File: src/rtl/conv_accumulator.sv
// -----------------------------------------------------------------------------
// conv_accumulator
//
// Reduces the KERNEL_SIZE**2 signed fixed-point products of one convolution
// window to a single output pixel: the sum of all products plus a bias,
// saturated to DATA_WIDTH bits. The product bus is captured in one handshake,
// then LANES products are folded into a wide accumulator per cycle. The
// saturated result is presented on a valid/ready output.
//
// Handshake semantics (both sides): a transfer happens on a rising clock edge
// where valid && ready are both high. A producer holds its data stable while
// valid is high and ready is low. This block raises in_ready only in IDLE. It
// holds result/overflow stable while out_valid is high.
//
// Ports
//   clk        in   1                          clock, rising-edge
//   rst_n      in   1                          asynchronous active-low reset
//   in_valid   in   1                          products/bias valid
//   in_ready   out  1                          block can accept a window (IDLE)
//   products   in   KERNEL_SIZE**2*DATA_WIDTH  lane i at [i*DATA_WIDTH +: DATA_WIDTH]
//   bias       in   DATA_WIDTH                 signed bias, same Q format
//   out_valid  out  1                          result valid
//   out_ready  in   1                          downstream accepts the result
//   result     out  DATA_WIDTH                 saturated signed sum
//   overflow   out  1                          result was saturated
// -----------------------------------------------------------------------------
module conv_accumulator #(
    parameter int DATA_WIDTH  = 16,
    parameter int FRAC_BIT    = 8,
    parameter int KERNEL_SIZE = 5,
    parameter int LANES       = 5
) (
    input  logic                                      clk,
    input  logic                                      rst_n,
    input  logic                                      in_valid,
    output logic                                      in_ready,
    input  logic [KERNEL_SIZE*KERNEL_SIZE*DATA_WIDTH-1:0] products,
    input  logic [DATA_WIDTH-1:0]                     bias,
    output logic                                      out_valid,
    input  logic                                      out_ready,
    output logic [DATA_WIDTH-1:0]                     result,
    output logic                                      overflow
);

    // Number of products in one window.
    localparam int NP    = KERNEL_SIZE * KERNEL_SIZE;
    // Accumulate beats per window.
    localparam int NB    = NP / LANES;
    // Wide enough to hold NP products plus the bias without ever wrapping.
    localparam int ACC_W = DATA_WIDTH + $clog2(NP + 1) + 1;
    // Beat counter width; at least one bit even for a single-beat reduction.
    localparam int BW    = (NB > 1) ? $clog2(NB) : 1;

    localparam logic [BW-1:0] LAST_BEAT = BW'(NB - 1);

    // Saturation bounds expressed in accumulator width.
    localparam logic signed [ACC_W-1:0] SAT_MAX = ACC_W'((2 ** (DATA_WIDTH - 1)) - 1);
    localparam logic signed [ACC_W-1:0] SAT_MIN = ~SAT_MAX;

    // Elaboration-time sanity checks on the parameter set.
    generate
        if ((NP % LANES) != 0) begin : g_bad_lanes
            $error("conv_accumulator: LANES must divide KERNEL_SIZE**2");
        end
        if ((FRAC_BIT < 0) || (FRAC_BIT >= DATA_WIDTH)) begin : g_bad_frac
            $error("conv_accumulator: FRAC_BIT must lie inside DATA_WIDTH");
        end
    endgenerate

    typedef enum logic [1:0] {
        IDLE  = 2'd0,
        ACCUM = 2'd1,
        OUT   = 2'd2
    } state_t;

    state_t                    state;
    logic [BW-1:0]             beat;
    logic signed [ACC_W-1:0]   acc;
    logic [NP*DATA_WIDTH-1:0]  prod_buf;

    logic signed [ACC_W-1:0]   beat_sum;
    logic signed [ACC_W-1:0]   acc_next;
    logic signed [ACC_W-1:0]   bias_ext;
    logic [DATA_WIDTH-1:0]     sat_result;
    logic                      sat_overflow;

    // Ready is a pure decode of the state so upstream sees it settle right
    // after reset release and never glitches on data inputs.
    assign in_ready = (state == IDLE);

    assign bias_ext = {{(ACC_W - DATA_WIDTH){bias[DATA_WIDTH-1]}}, bias};

    // Sum of the LANES products selected by the current beat. Only the
    // captured buffer is read, so whatever sits on the product bus outside
    // a handshake never reaches the accumulator.
    always_comb begin
        logic [DATA_WIDTH-1:0] lane;
        beat_sum = '0;
        lane     = '0;
        for (int l = 0; l < LANES; l++) begin
            lane     = prod_buf[((int'(beat) * LANES) + l) * DATA_WIDTH +: DATA_WIDTH];
            beat_sum = beat_sum + {{(ACC_W - DATA_WIDTH){lane[DATA_WIDTH-1]}}, lane};
        end
        acc_next = acc + beat_sum;
    end

    // Clamp the final full-precision sum into DATA_WIDTH.
    always_comb begin
        sat_result   = acc_next[DATA_WIDTH-1:0];
        sat_overflow = 1'b0;
        if (acc_next > SAT_MAX) begin
            sat_result   = {1'b0, {(DATA_WIDTH - 1){1'b1}}};
            sat_overflow = 1'b1;
        end else if (acc_next < SAT_MIN) begin
            sat_result   = {1'b1, {(DATA_WIDTH - 1){1'b0}}};
            sat_overflow = 1'b1;
        end
    end

    // Control FSM with registered outputs. Reset is asynchronous so an
    // in-flight job is dropped and out_valid falls without waiting for clk.
    always_ff @(posedge clk or negedge rst_n) begin
        if (!rst_n) begin
            state     <= IDLE;
            beat      <= '0;
            acc       <= '0;
            prod_buf  <= '0;
            out_valid <= 1'b0;
            result    <= '0;
            overflow  <= 1'b0;
        end else begin
            case (state)
                IDLE: begin
                    // in_ready is implied by IDLE.
                    if (in_valid) begin
                        prod_buf <= products;
                        acc      <= bias_ext;
                        beat     <= '0;
                        state    <= ACCUM;
                    end
                end

                ACCUM: begin
                    acc <= acc_next;
                    if (beat == LAST_BEAT) begin
                        // Final beat: result comes from the sum including
                        // this beat, not from the registered acc.
                        beat      <= '0;
                        result    <= sat_result;
                        overflow  <= sat_overflow;
                        out_valid <= 1'b1;
                        state     <= OUT;
                    end else begin
                        beat <= beat + 1'b1;
                    end
                end

                OUT: begin
                    if (out_ready) begin
                        out_valid <= 1'b0;
                        state     <= IDLE;
                    end
                end

                default: begin
                    out_valid <= 1'b0;
                    beat      <= '0;
                    state     <= IDLE;
                end
            endcase
        end
    end

endmodule

File: config.mk
export PLATFORM = sky130hd
export DESIGN_NAME = conv_accumulator
export DESIGN_NICKNAME = d
export VERILOG_FILES = /design/src/rtl/conv_accumulator.sv
export SDC_FILE = /design/constraint.sdc
export NUM_CORES = 1
export LEC_CHECK = 0
export ABC_CLOCK_PERIOD_IN_PS = 8050
export CORE_MARGIN = 2
export CORE_UTILIZATION = 35
export DETAILED_ROUTE_END_ITERATION = 12
export MAX_ROUTING_LAYER = met4
export SYNTH_ARGS = -nofsm -noshare
export SYNTH_HDL_FRONTEND = slang
export SYNTH_SLANG_ARGS = --single-unit
File: constraint.sdc
create_clock -name clk -period 8.05 [get_ports clk]
set_input_delay 1.61 -clock clk [delete_from_list [all_inputs] [get_ports clk]]
set_output_delay 1.61 -clock clk [all_outputs]
set_load 0.01 [all_outputs]
## Word-level counts from Yosys, hierarchy flattened

Index checks and enable logic that the tools add are counted.

- Memory bits (read-only): 0
- RAM bits: 0
- Bits in latches: 0
- Register bits after elaboration: 445
- Word-level logic and storage cells: 57
- Memories: 0

- Eq/ne operators: 6
- Muxes and demuxes: 16
- Divide/modulo/power cells: 0
- $add $sub $neg: 10
- Bitwise logic cells: 2
- Shift-type cells: 5
- Reductions and logical operators: 8
- Magnitude comparators: 2
- Multiply operators: 1

Operators by type and width:

| cell | number |
|---|---|
| $shiftx 400x32->16 | 3 |
| $shiftx 400x11->16 | 1 |
| $shiftx 400x12->16 | 1 |
| $add 28x3->28 const B | 2 |
| $pmux 22 s2 | 1 |
| $mux 16 | 2 |
| $add 28x2->28 const B | 1 |
| $add 22x20->22 | 1 |
| $gt 22x16->1 const B | 1 |
| $lt 22x16->1 const B | 1 |
| $mux 22 | 1 |
| $add 19x16->20 | 1 |
| $add 18x16->19 | 1 |
| $add 17x16->18 | 1 |
| $add 16x16->17 | 1 |
| $pmux 3 s3 | 1 |
| $reduce_and 2->1 | 4 |
| $add 6x3->7 const B | 1 |
| $mul 3x3->6 const B | 1 |
| $mux 2 | 3 |
| $mux 3 | 2 |
| $ne 2x2->1 const B | 3 |
| $pmux 2 s3 | 1 |
| $reduce_and 3->1 | 2 |
| other kinds (9) | 13 |

## Depth between registers and ports, before layout

- Depth after elaboration: 11
- Mapped depth: 35
- Gate-level depth less buffers: 26

## Worst setup path before layout

OpenSTA, ideal clock, no wires.

- Path kind: flip-flop to flip-flop
- Start: reg beat[1]
- End: reg result[0]
- Required time: 7974 ps
- Arrival time: 8324 ps
- Cell stages (with the launch flop): 29
- Setup time: 76 ps
- Buffers on the path: 9
- Period minus slack after synthesis: 8401 ps
- Setup slack: -351 ps
- Cell sequence: dfrtp_1 -> buf_2 -> buf_2 -> buf_2 -> buf_1 -> inv_1 -> clkbuf_1 -> ha_1 -> buf_2 -> buf_2 -> buf_1 -> mux4_2 -> mux4_2 -> o211a_1 -> fa_1 -> fa_1 -> fa_1 -> ha_1 -> fa_1 -> a211oi_1 -> o21ai_1 -> a32o_1 -> a41oi_2 -> o21ai_1 -> xnor2_1 -> nor4_1 -> o21bai_2 -> buf_6 -> o21ai_1

- Longest elaborated chain between the ends: 11
- Elaborated cells between the ends (all ways): 21
- Classes of those cells: add/sub: 9; mul: 1; order compare: 2; eq/ne: 1; shift: 5; mux: 2; reduce/logical: 1

Ends and longest elaborated chain:

| item | RTL line | source |
|---|---|---|
| start, declared | 77 | `logic [BW-1:0] beat;` |
| start signal, assigned | 154 | `beat <= beat + 1'b1;` |
| $mul 3x3->6 | 101 | `lane = prod_buf[((int'(beat) * LANES) + l) * DATA_WIDTH +: DATA_WIDTH];` |
| $add 28x2->28 | 101 |  |
| $shiftx 400x32->16 | 101 |  |
| $add 16x16->17 | 102 | `beat_sum = beat_sum + {{(ACC_W - DATA_WIDTH){lane[DATA_WIDTH-1]}}, lane};` |
| $add 17x16->18 | 102 |  |
| $add 18x16->19 | 102 |  |
| $add 19x16->20 | 102 |  |
| $add 22x20->22 | 104 | `acc_next = acc + beat_sum;` |
| $lt 22x16->1 | 114 | `end else if (acc_next < SAT_MIN) begin` |
| $mux 16 | 114 |  |
| $mux 16 | 111 | `if (acc_next > SAT_MAX) begin` |
| end signal, assigned | 149 | `result <= sat_result;` |
| end, declared | 41 | `output logic [DATA_WIDTH-1:0] result,` |

Several ways; a longest one is shown, not always the timed one.
A chain may end at the register's enable or synchronous reset.

## Final worst setup path

- Start: reg beat[0]
- End: reg overflow

- Longest elaborated chain between the ends: 11
- Elaborated cells between the ends (all ways): 21
- Classes of those cells: add/sub: 9; mul: 1; order compare: 2; eq/ne: 1; shift: 5; mux: 2; reduce/logical: 1

Ends and longest elaborated chain:

| item | RTL line | source |
|---|---|---|
| $mul 3x3->6 | 101 |  |
| $add 28x2->28 | 101 |  |
| $shiftx 400x32->16 | 101 |  |
| $add 16x16->17 | 102 |  |
| $add 17x16->18 | 102 |  |
| $add 18x16->19 | 102 |  |
| $add 19x16->20 | 102 |  |
| $add 22x20->22 | 104 |  |
| $lt 22x16->1 | 114 |  |
| $mux 1 | 114 |  |
| $mux 1 | 111 |  |
| end signal, assigned | 150 | `overflow <= sat_overflow;` |
| end, declared | 42 | `output logic overflow` |

Several ways; a longest one is shown, not always the timed one.

==> impl_metrics.json <==
{
  "grt_pass1_wl_um": 176000,
  "cts_made_buffers": 51,
  "core_area_mm2": 0.0870,
  "finalCriticalPeriod_ns": 7.77,
  "finalCritPeriodShare_pct": 96.6,
  "status": "completed",
  "hold_violations": 0,
  "fin_skew_ns": 0.0281,
  "fmax_ghz": 0.129,
  "cts_hold_buffers": 0,
  "synthFlopType": "dfrtp_1",
  "synth_cell_types": 70,
  "cts_tree": "yes",
  "n_antenna_cell": 0,
  "cts.path.max_buffers": 3,
  "path_clk_slew_ns": 0.07,
  "area_delta_synth_final_pct": 25.5,
  "crit_arrival_ns": 8.25,
  "drcViolationCount": 0,
  "worstPathRequired_ns": 8.52,
  "fin_nets": 3283,
  "overflow": 0,
  "slew-limit-headroom_pct": 16.8,
  "multi_input_area_mm2": 0.0185,
  "seq_area_frac_synth_pct": 36.1,
  "final_common_cell": "dfrtp_1",
  "fin_cells": 3951,
  "synth-xor-area-share_pct": 1.21,
  "drtIter0Drc": 2155,
  "seq_area_mm2": 0.0111,
  "worstPathMaxFanout": 15,
  "synth_top_family_by_area": "multiplexers",
  "drt-total-wl_um": 124000,
  "initial_utilization_pct": 35.4,
  "crit_type": "flip-flop to flip-flop",
  "place_inst": 3854,
  "ys_seq_elements": 445,
  "gp_congestion": 0.991,
  "synth_warnings": 0,
  "grt_pass1_vias": 24192,
  "vias_per_cell": 5.92,
  "final_antenna_net_count": 0,
  "cp-start-kind": "flip-flop",
  "antenna_found_initial": 3,
  "synth-simple-area-share_pct": 3.95,
  "synth_fa_ha_area_share_pct": 6.20,
  "final-setup-viol-count": 0,
  "portBuffers": 438,
  "fp.dieArea_mm2": 0.0905,
  "synth_compound_area_share_pct": 7.97,
  "drv_cap": 0,
  "synthArstFlopShare_pct": 100,
  "cts_root_buf": "clkbuf_16",
  "end_kind": "flip-flop",
  "hp-class": "flip-flop to flip-flop",
  "wl_per_cell_um": 31.4,
  "slew_viol_final": 0,
  "insertion_delay_ns": 0.64,
  "dr.pass1.iters": 5,
  "syn_area_per_cell_um2": 13.1,
  "grt_max_degree": 157,
  "most-common-layout-cells": "dfrtp_1 (443), clkdlybuf4s50_1 (437), mux2_2 (426)",
  "die_h_um": 301,
  "vias": 23392,
  "tightestPinTransition_ns": 1.25,
  "syn_nets": 2883,
  "syn_inst": 2357,
  "die-width_um": 301,
  "drive_above_1_share_pct": 34.1,
  "synth_edf_count": 0,
  "netlist_area_mm2": 0.0308,
  "num_rows": 108,
  "synthMuxAreaShare_pct": 40.3,
  "cts_sinks": 445,
  "dp_hpwl_um": 96600,
  "grt_usage_pct": 27.8,
  "ctsHtreeMaxLevel": 2,
  "fill_cells": 7927,
  "ios": 439
}
[area by class of cell]
cell class	count	share of cell area, %
Clock buffer	66	3.73
Clock inverter	26	0.899
Inverter	127	1.23
Multi-Input combinational cell	1596	47.9
Sequential cell	445	28.8
Tap cell	1155	3.73
Timing Repair Buffer	536	13.7
[registers in the layout, summed over array words and instances, names as in the netlist]
name,count
beat,3
state,2
acc,22
result,16
prod_buf,400
overflow,1
out_valid,1
[worst max-delay path: stages (launching register included)]
cell and delay (ns):
dfrtp_4 0.58, ha_2 0.48, buf_4 0.24, xor2_2 0.20
buf_4 0.31, and3_1 0.51, buf_4 0.26, nand3_1 0.08
o21ai_0 0.19, mux2_2 0.24, nand2_1 0.10, fa_1 0.58
inv_1 0.07, fa_1 0.53, inv_1 0.05, fa_1 0.53
inv_1 0.06, ha_1 0.37, a21o_1 0.23, a31o_2 0.26
o21ba_2 0.28, o21ai_0 0.10, xnor2_1 0.60, a41oi_4 0.35
o21ba_2 0.33, o21ai_1 0.05
[logic make-up after synthesis]
kind of cell,after synthesis
mux,805
flops,445
compound gates,364
buf+inv,316
simple gates,285
fa+ha+maj,106
xor+xnor,36
[per-layer routing]
metal	GRT usage (%)	up-vias	part of all wire (%)
li1	-	9781	-
met1	36.1	12332	40
met2	45.5	1083	49
met3	2.77	196	6.0
met4	9.99	0	4.3
met5	-	-	0
[path summary, 6_finish.rpt]
path	from	to	slack, ns	cells after the start
min in group asynchronous	rst_n	prod_buf[190]	1.03	1
hold / removal	out_valid	out_valid	0.48	2
setup / recovery	beat[0]	overflow	0.28	25
hold reg to reg	out_valid	out_valid	0.48	2
setup reg to reg	beat[0]	overflow	0.28	25
max in group asynchronous	rst_n	beat[1]	5.63	2
[per-stage QoR]
| step | area (um2) | hold WS (ns) | setup slack [ns] | TNS (ns) | utilization, % |
|---|---|---|---|---|---|
| floorplan | 30800 | 0.492 | 0.0490 | 0 | - |
| global placement | 36800 | 0.466 | 0.332 | 0 | 42.3 |
| detailed placement | 36800 | 0.471 | 0.176 | 0 | 42.3 |
| CTS | 38600 | 0.486 | 0.127 | 0 | 44.3 |
| global route | 38700 | 0.510 | -0.00822 | -0.00822 | 44.5 |
| finish | 38700 | 0.484 | 0.276 | 0 | 44.5 |
[synthesized netlist by cell type (all sizes together), types with 3 or more instances]
cell    instances  share of area (%)
o21bai          4               0.11
nor2b          21               0.43
a21oi          72                1.2
o211ai         36               0.92
a211oi         21               0.51
o21ai          66                1.1
nand4           5               0.10
mux2          427                 16
mux4          305                 22
fa             78                5.1
clkbuf        116                1.4
mux2i          73                2.4
nor2           69               0.84
xnor2          27               0.88
a22oi          60                1.5
nor3           11               0.18
a22o           18               0.51
o22a            5               0.14
nand2         144                1.8
o31ai           3              0.073
o211a           5               0.16
a31oi          16               0.32
o21a            3              0.073
ha             28                1.1
nand3          21               0.34
a21o            6               0.15
o22ai          34               0.69
inv           126                1.5
buf            72                1.3
xor2            8               0.25
dfrtp         445                 36
[repair_timing]
action / CTS / global route
setup buffers: 0 / 3
setup endpoints to repair: 0 / 17
resized for setup: 0 / 11
Power is not shown: default switching activity piles up to over one toggle a cycle in this logic, so the estimate is an artifact.
